==> src/rtl/rte_pkg.sv <==
// rte_pkg: shared definitions for the RTE clock bank.
//   cmp_op_e       - constraint compare encodings (lt, eq, ge, gt)
//   CLK_WIDTH_DEF  - default counter width
//   DIV_WIDTH_DEF  - default prescaler limit width
//   slice_lo()     - low bit index of element idx in a flattened bus
package rte_pkg;

  typedef enum logic [1:0] {
    CMP_LT = 2'b00,
    CMP_EQ = 2'b01,
    CMP_GE = 2'b10,
    CMP_GT = 2'b11
  } cmp_op_e;

  localparam int CLK_WIDTH_DEF = 12;
  localparam int DIV_WIDTH_DEF = 10;

  function automatic int slice_lo(input int idx, input int width);
    return idx * width;
  endfunction

endpackage

==> src/rtl/rte_prescaled_counter.sv <==
// rte_prescaled_counter: one prescaler plus one timed clock counter.
// Optional feature macro: RTE_CLOCK_BANK_WRAP_EN (wrap + sticky overflow).
// Ports:
//   clk, reset  - system clock, synchronous active-high reset
//   tick        - global time step
//   clr         - effective per-clock reset (beats tick)
//   limit       - prescaler limit; counter advances when prescaler == limit
//   count       - current counter value
//   ovf         - sticky overflow flag (only with RTE_CLOCK_BANK_WRAP_EN)
module rte_prescaled_counter #(
  parameter int CLK_WIDTH = 12,
  parameter int DIV_WIDTH = 10
) (
  input  logic                 clk,
  input  logic                 reset,
  input  logic                 tick,
  input  logic                 clr,
  input  logic [DIV_WIDTH-1:0] limit,
`ifdef RTE_CLOCK_BANK_WRAP_EN
  output logic                 ovf,
`endif
  output logic [CLK_WIDTH-1:0] count
);

  logic [DIV_WIDTH-1:0] presc;

  // A prescaler already past a freshly lowered limit keeps counting and
  // wraps naturally at its width maximum, without advancing the counter.
  always_ff @(posedge clk) begin
    if (reset || clr) begin
      presc <= '0;
      count <= '0;
`ifdef RTE_CLOCK_BANK_WRAP_EN
      ovf   <= 1'b0;
`endif
    end else if (tick) begin
      if (presc == limit) begin
        presc <= '0;
`ifdef RTE_CLOCK_BANK_WRAP_EN
        count <= count + 1'b1;
        if (&count) ovf <= 1'b1;
`else
        if (!(&count)) count <= count + 1'b1;
`endif
      end else begin
        presc <= presc + 1'b1;
      end
    end
  end

endmodule

==> src/rtl/rte_clock_bank.sv <==
// rte_clock_bank: bank of NUM_CLOCKS prescaled timed clocks with chained
// grouped resets and a single registered clock-vs-immediate constraint check.
// Optional feature macro: RTE_CLOCK_BANK_WRAP_EN (wrapping counters, ovf port).
// Ports:
//   clk, reset      - system clock, synchronous active-high reset
//   tick            - global time step
//   en_clk_reset    - apply clk_reset mask this cycle
//   clk_reset       - per-clock reset request
//   cfg_div_limits  - flattened per-clock prescaler limits
//   cfg_clk_joins   - join[i] propagates clock i's reset to clock i+1
//   req/req_addr/req_op/req_imm - constraint evaluation request
//   out_valid/out_val - registered result, valid for one cycle per request
//   db_clocks       - flattened counter values
//   ovf             - sticky per-clock overflow (RTE_CLOCK_BANK_WRAP_EN only)
module rte_clock_bank
  import rte_pkg::*;
#(
  parameter  int NUM_CLOCKS = 8,
  parameter  int CLK_WIDTH  = CLK_WIDTH_DEF,
  parameter  int DIV_WIDTH  = DIV_WIDTH_DEF,
  localparam int ADDR_W     = $clog2(NUM_CLOCKS)
) (
  input  logic                            clk,
  input  logic                            reset,
  input  logic                            tick,
  input  logic                            en_clk_reset,
  input  logic [NUM_CLOCKS-1:0]           clk_reset,
  input  logic [NUM_CLOCKS*DIV_WIDTH-1:0] cfg_div_limits,
  input  logic [NUM_CLOCKS-2:0]           cfg_clk_joins,
  input  logic                            req,
  input  logic [ADDR_W-1:0]               req_addr,
  input  logic [1:0]                      req_op,
  input  logic [CLK_WIDTH-1:0]            req_imm,
  output logic                            out_valid,
  output logic                            out_val,
`ifdef RTE_CLOCK_BANK_WRAP_EN
  output logic [NUM_CLOCKS-1:0]           ovf,
`endif
  output logic [NUM_CLOCKS*CLK_WIDTH-1:0] db_clocks
);

  logic [NUM_CLOCKS-1:0] er;
  logic [CLK_WIDTH-1:0]  counts [NUM_CLOCKS];

  // Join chain ripples upward; a scalar carry keeps the loop acyclic.
  always_comb begin
    logic carry;
    er    = '0;
    carry = en_clk_reset & clk_reset[0];
    er[0] = carry;
    for (int i = 1; i < NUM_CLOCKS; i++) begin
      carry = en_clk_reset & (clk_reset[i] | (cfg_clk_joins[i-1] & carry));
      er[i] = carry;
    end
  end

  for (genvar g = 0; g < NUM_CLOCKS; g++) begin : g_clk
    rte_prescaled_counter #(
      .CLK_WIDTH (CLK_WIDTH),
      .DIV_WIDTH (DIV_WIDTH)
    ) u_cnt (
      .clk   (clk),
      .reset (reset),
      .tick  (tick),
      .clr   (er[g]),
      .limit (cfg_div_limits[slice_lo(g, DIV_WIDTH) +: DIV_WIDTH]),
`ifdef RTE_CLOCK_BANK_WRAP_EN
      .ovf   (ovf[g]),
`endif
      .count (counts[g])
    );
    assign db_clocks[slice_lo(g, CLK_WIDTH) +: CLK_WIDTH] = counts[g];
  end

  logic                 hit;
  logic                 sel_ovf;
  logic [CLK_WIDTH-1:0] sel_cnt;
  logic                 cmp_res;

  // Out-of-range addresses never hit, so they evaluate to 0.
  always_comb begin
    hit     = 1'b0;
    sel_ovf = 1'b0;
    sel_cnt = '0;
    for (int i = 0; i < NUM_CLOCKS; i++) begin
      if (32'(req_addr) == i) begin
        hit     = 1'b1;
        sel_cnt = counts[i];
`ifdef RTE_CLOCK_BANK_WRAP_EN
        sel_ovf = ovf[i];
`endif
      end
    end
  end

  always_comb begin
    cmp_res = 1'b0;
    case (cmp_op_e'(req_op))
      CMP_LT: cmp_res = sel_cnt <  req_imm;
      CMP_EQ: cmp_res = sel_cnt == req_imm;
      CMP_GE: cmp_res = sel_cnt >= req_imm;
      CMP_GT: cmp_res = sel_cnt >  req_imm;
    endcase
    // An overflowed clock is beyond any immediate: true for ge/gt only.
    if (sel_ovf) cmp_res = req_op[1];
  end

  always_ff @(posedge clk) begin
    if (reset) begin
      out_valid <= 1'b0;
      out_val   <= 1'b0;
    end else begin
      out_valid <= req;
      if (req) out_val <= hit & cmp_res;
    end
  end

endmodule

==> config.mk <==
export PLATFORM = sky130hd
export DESIGN_NAME = rte_clock_bank
export DESIGN_NICKNAME = d
export VERILOG_FILES = /design/src/rtl/rte_pkg.sv /design/src/rtl/rte_prescaled_counter.sv /design/src/rtl/rte_clock_bank.sv
export SDC_FILE = /design/constraint.sdc
export NUM_CORES = 1
export LEC_CHECK = 0
export BUFFER_PORTS_ARGS = -buffer_cell sky130_fd_sc_hd__buf_4
export CAP_MARGIN = 30
export CORE_MARGIN = 4
export CORE_UTILIZATION = 25
export CTS_CLUSTER_SIZE = 14
export DETAILED_ROUTE_END_ITERATION = 10
export GPL_ROUTABILITY_DRIVEN = 0
export PLACE_DENSITY_LB_ADDON = 0.08
export SYNTH_ARGS = -nofsm -noshare
export SYNTH_HDL_FRONTEND = slang
export SYNTH_SLANG_ARGS = --single-unit
==> constraint.sdc <==
create_clock -name clk -period 9.4 [get_ports clk]
set_clock_uncertainty 0.2 [all_clocks]
set_input_delay 1.88 -clock clk [delete_from_list [all_inputs] [get_ports clk]]
set_output_delay 1.88 -clock clk [all_outputs]
set_load 0.02 [all_outputs]
==> flow_summary_export.csv <==
group,metric,value,unit
global_route,gr-total-overflow,0,
flow_run,maxCapViolCount,0,
logic_synthesis,synth-edff-count,0,
logic_synthesis,ys_seq_area_frac,0.358,
setup_path,worstPathArrival,5510,ps
finish,fillerInstances,4193,
setup_path,cp_num_buf_inv,1,
power,switchingPower,0.404,mW
logic_synthesis,async_flop_share,0,
drt,wire_per_inst,17.8,um
global_route,grt_max_degree,51,
place,dp_hpwl,26700,um
setup_path,worstPathMaxFanout,17,
power,power_density,130,mW/mm^2
drt,drtIter0Drc,404,
logic_synthesis,synth_area_per_cell,8.37,sq um
die,die_h,207,um
timing,rsz0062_at_grt,"false",
drt,num_vias,8812,
cts,numCtsBuffers,17,
finish,diodes,0,
finish,finalNetCount,1523,
timing,period_needed,5370,ps
global_route,track_usage,0.155,
cts,htreeDepth,4,
logic_synthesis,synth_top_family_by_area,"simple AND/OR/NAND/NOR gates",
finish,fin_util,0.324,
power,internal-power,1.24,mW
timing,finalCritPeriodShare,0.571,
global_route,antenna_found_initial,1,
logic_synthesis,synth.area.mux_share,0.0382,
setup_path,crit_chain,"buf_4, nor2b_1, nor2b_1, a22oi_1, o21ai_0, nor2_1, a21oi_1, ha_1, a21o_1, a21o_1, a2111oi_0, nor4b_1, nor4_1",
setup_path,slowest_delay,690,ps
logic_synthesis,synth_seq_cells,178,
finish,drive_above_1_share,0.185,
logic_synthesis,synth-main-ff-cell,"dfxtp_1",
logic_synthesis,yosys_warnings,0,
place,placedCellCount,1877,
status,status,"completed",
global_route,grt_first_pass_wirelength,52800,um
power,power.total,1.64,mW
cts,clk_pin_slew,70,ps
die,die_x,207,um
cts,ctsHoldBuffers,0,
logic_synthesis,synth_xor_area_frac,0.195,
drt,dr.pass1.iters,5,
cts,cts-root-buf,"clkbuf_16",
setup_path,cp_slowest_cell,"nor2b_1",
timing,finalMaxSlewViolations,0,
power,clkPwrFrac,0.447,
die,coreArea,0.0390,sq mm
drt,wl,34100,um
timing,setup_viol,0,
cts,post-cts-setup-buffer-count,0,
timing,tns,0,ps
cts,cts.sink_count,178,
cts,ctsResizeCount,0,
timing,tightestPinTransition,820,ps
global_route,grt_pass1_vias,8774,
drt,viasPerCell,4.62,
power,p_sw_frac,0.246,
timing,maxClockFrequency,186,MHz
die,floorplan.initialDensity,0.255,
die,rows,72,
drt,drc,0,
setup_path,cp_top_family,"simple AND/OR/NAND/NOR gates",
logic_synthesis,ys_types,54,
drt,drtAntennaViolNets,0,
logic_synthesis,yosys.area_share.simple,0.263,
cts,cts_tree,"yes",
logic_synthesis,synthAdderAreaFrac,0.0352,
setup_path,worstSetupPathType,"input port to register",
die,ios,215,
power,power_frac_seq,0.467,
finish,area_growth,27.1,%
cts,clockBufferDepth,2,
logic_synthesis,syn_nets,1334,
power,peakVddDrop,0.000116,V
die,design.die.area,0.0430,sq mm
logic_synthesis,synth_cells,1189,
finish,seqCellArea,0.00356,sq mm
logic_synthesis,syn_area,0.00995,sq mm
finish,multi_input_area,0.00612,sq mm
setup_path,required,9540,ps
place,post_dp_cell_area,0.0121,sq mm
worst_hold_path,worstHoldPathType,"register to register",
timing,slew_headroom,0.449,
finish,design_area,0.0126,sq mm
finish,fin_cells,1909,
logic_synthesis,synth_compound_area_frac,0.0815,
timing,finalWorstSetupSlack,4030,ps
place,portBuffers,214,
timing,hold_ws,333,ps
power,leakage,4.91,nW
place,dp_slack,3630,ps
cts,clock_latency,440,ps
setup_path,end_kind,"register",
power,pwr-share-comb,0.086,
timing,hold_violations,0,
setup_path,cp-start-kind,"input port",
-- state kept, by name, summed over array words and instances, names as in the netlist --
| name | cells |
|---|---|
| out_valid | 1 |
| g_clk.u_cnt.count | 96 |
| out_val | 1 |
| g_clk.u_cnt.presc | 80 |
-- Yosys cell counts, drive strengths merged (27+ instances only) --
library cell	n	area, sq um
ha	28	350
xor2	112	981
inv	27	101
clkbuf	41	154
nor2	197	739
xnor2	110	963
and3	37	231
mux2i	38	380
nand4	71	444
dfxtp	178	3560
nand2	65	244
nor3	29	160
a21oi	44	220
nand3	48	245
-- per-layer routing --
layer | vias up | wire length (um) | track usage
li1 | 4518 | - | -
met1 | 4136 | 16600 | 0.217
met2 | 144 | 15400 | 0.242
met3 | 14 | 1740 | 0.0391
met4 | 0 | 303 | 0.0337
met5 | - | 0 | 0
-- cell usage in the layout (no fill, tap or decap), drive strengths merged, types with 2 or more instances in the layout --
cell      netlist  layout
nor2b           7       7
o31ai           4       4
a31o            4       4
a2111oi         2       2
clkinv          0       3
or3            12      12
o21ai          22      22
a21o           11      11
clkinvlp        0       4
mux2i          38      38
nor4b           3       3
and2            9       9
nor2          197     197
nand4          71      71
inv            27      27
and4           13      13
bufinv          0       2
a22o           12      12
and3           37      37
a221o           2       2
o21a            2       2
nand3          48      48
or4             5       5
nor3           29      29
xor2          112     112
or2             5       5
a22oi          11      11
nor4           13      13
a21oi          44      44
nand2b          4       4
buf             6     217
xnor2         110     110
nor3b           3       3
a211o           2       2
nand2          65      65
ha             28      28
dfxtp         178     178
clkbuf         41      23
-- worst paths after layout --
path | from | to | slack, ps | depth (start not counted)
min | g_clk[3].u_cnt.presc[1] | g_clk[3].u_cnt.presc[1] | 330 | 2
min reg2reg | g_clk[3].u_cnt.presc[1] | g_clk[3].u_cnt.presc[1] | 330 | 2
max reg2reg | g_clk[3].u_cnt.count[9] | out_val | 6360 | 11
max | req_addr[1] | out_val | 4030 | 13
-- cell type report --
| type | count | area share |
|---|---|---|
| Inverter | 27 | 0.00802 |
| Clock inverter | 9 | 0.00831 |
| Sequential cell | 178 | 0.282 |
| Clock buffer | 23 | 0.0378 |
| Timing Repair Buffer | 217 | 0.129 |
| Multi-Input combinational cell | 937 | 0.484 |
| Tap cell | 518 | 0.0513 |
-- power groups by stage --
stage	Clock, mW	Combinational (mW)	Sequential (mW)
after floorplan	0	0.0768	0.782
after global placement	0	0.143	0.784
after detailed placement	0	0.144	0.784
after CTS	0.761	0.144	0.767
after global routing	0.787	0.157	0.768
final	0.733	0.141	0.767
-- cell families after synthesis --
logic type / Yosys count
buffers and inverters: 74
adder cells (fa/ha/maj): 28
multiplexers: 38
AO/OA/AOI/OAI: 125
XOR/XNOR: 222
AND/OR/NAND/NOR: 524
flip-flops: 178
-- worst reg2reg max path, stage by stage, from the launching register on --
cell and delay [ps]:
dfxtp_1 410, a22o_1 260, a22oi_1 190, o21ai_0 130
nor2_1 120, a21oi_1 60, ha_1 330, a21o_1 180
a21o_1 160, a2111oi_0 530, nor4b_1 110, nor4_1 260
Note: power is estimated with default switching activity, not from simulation.
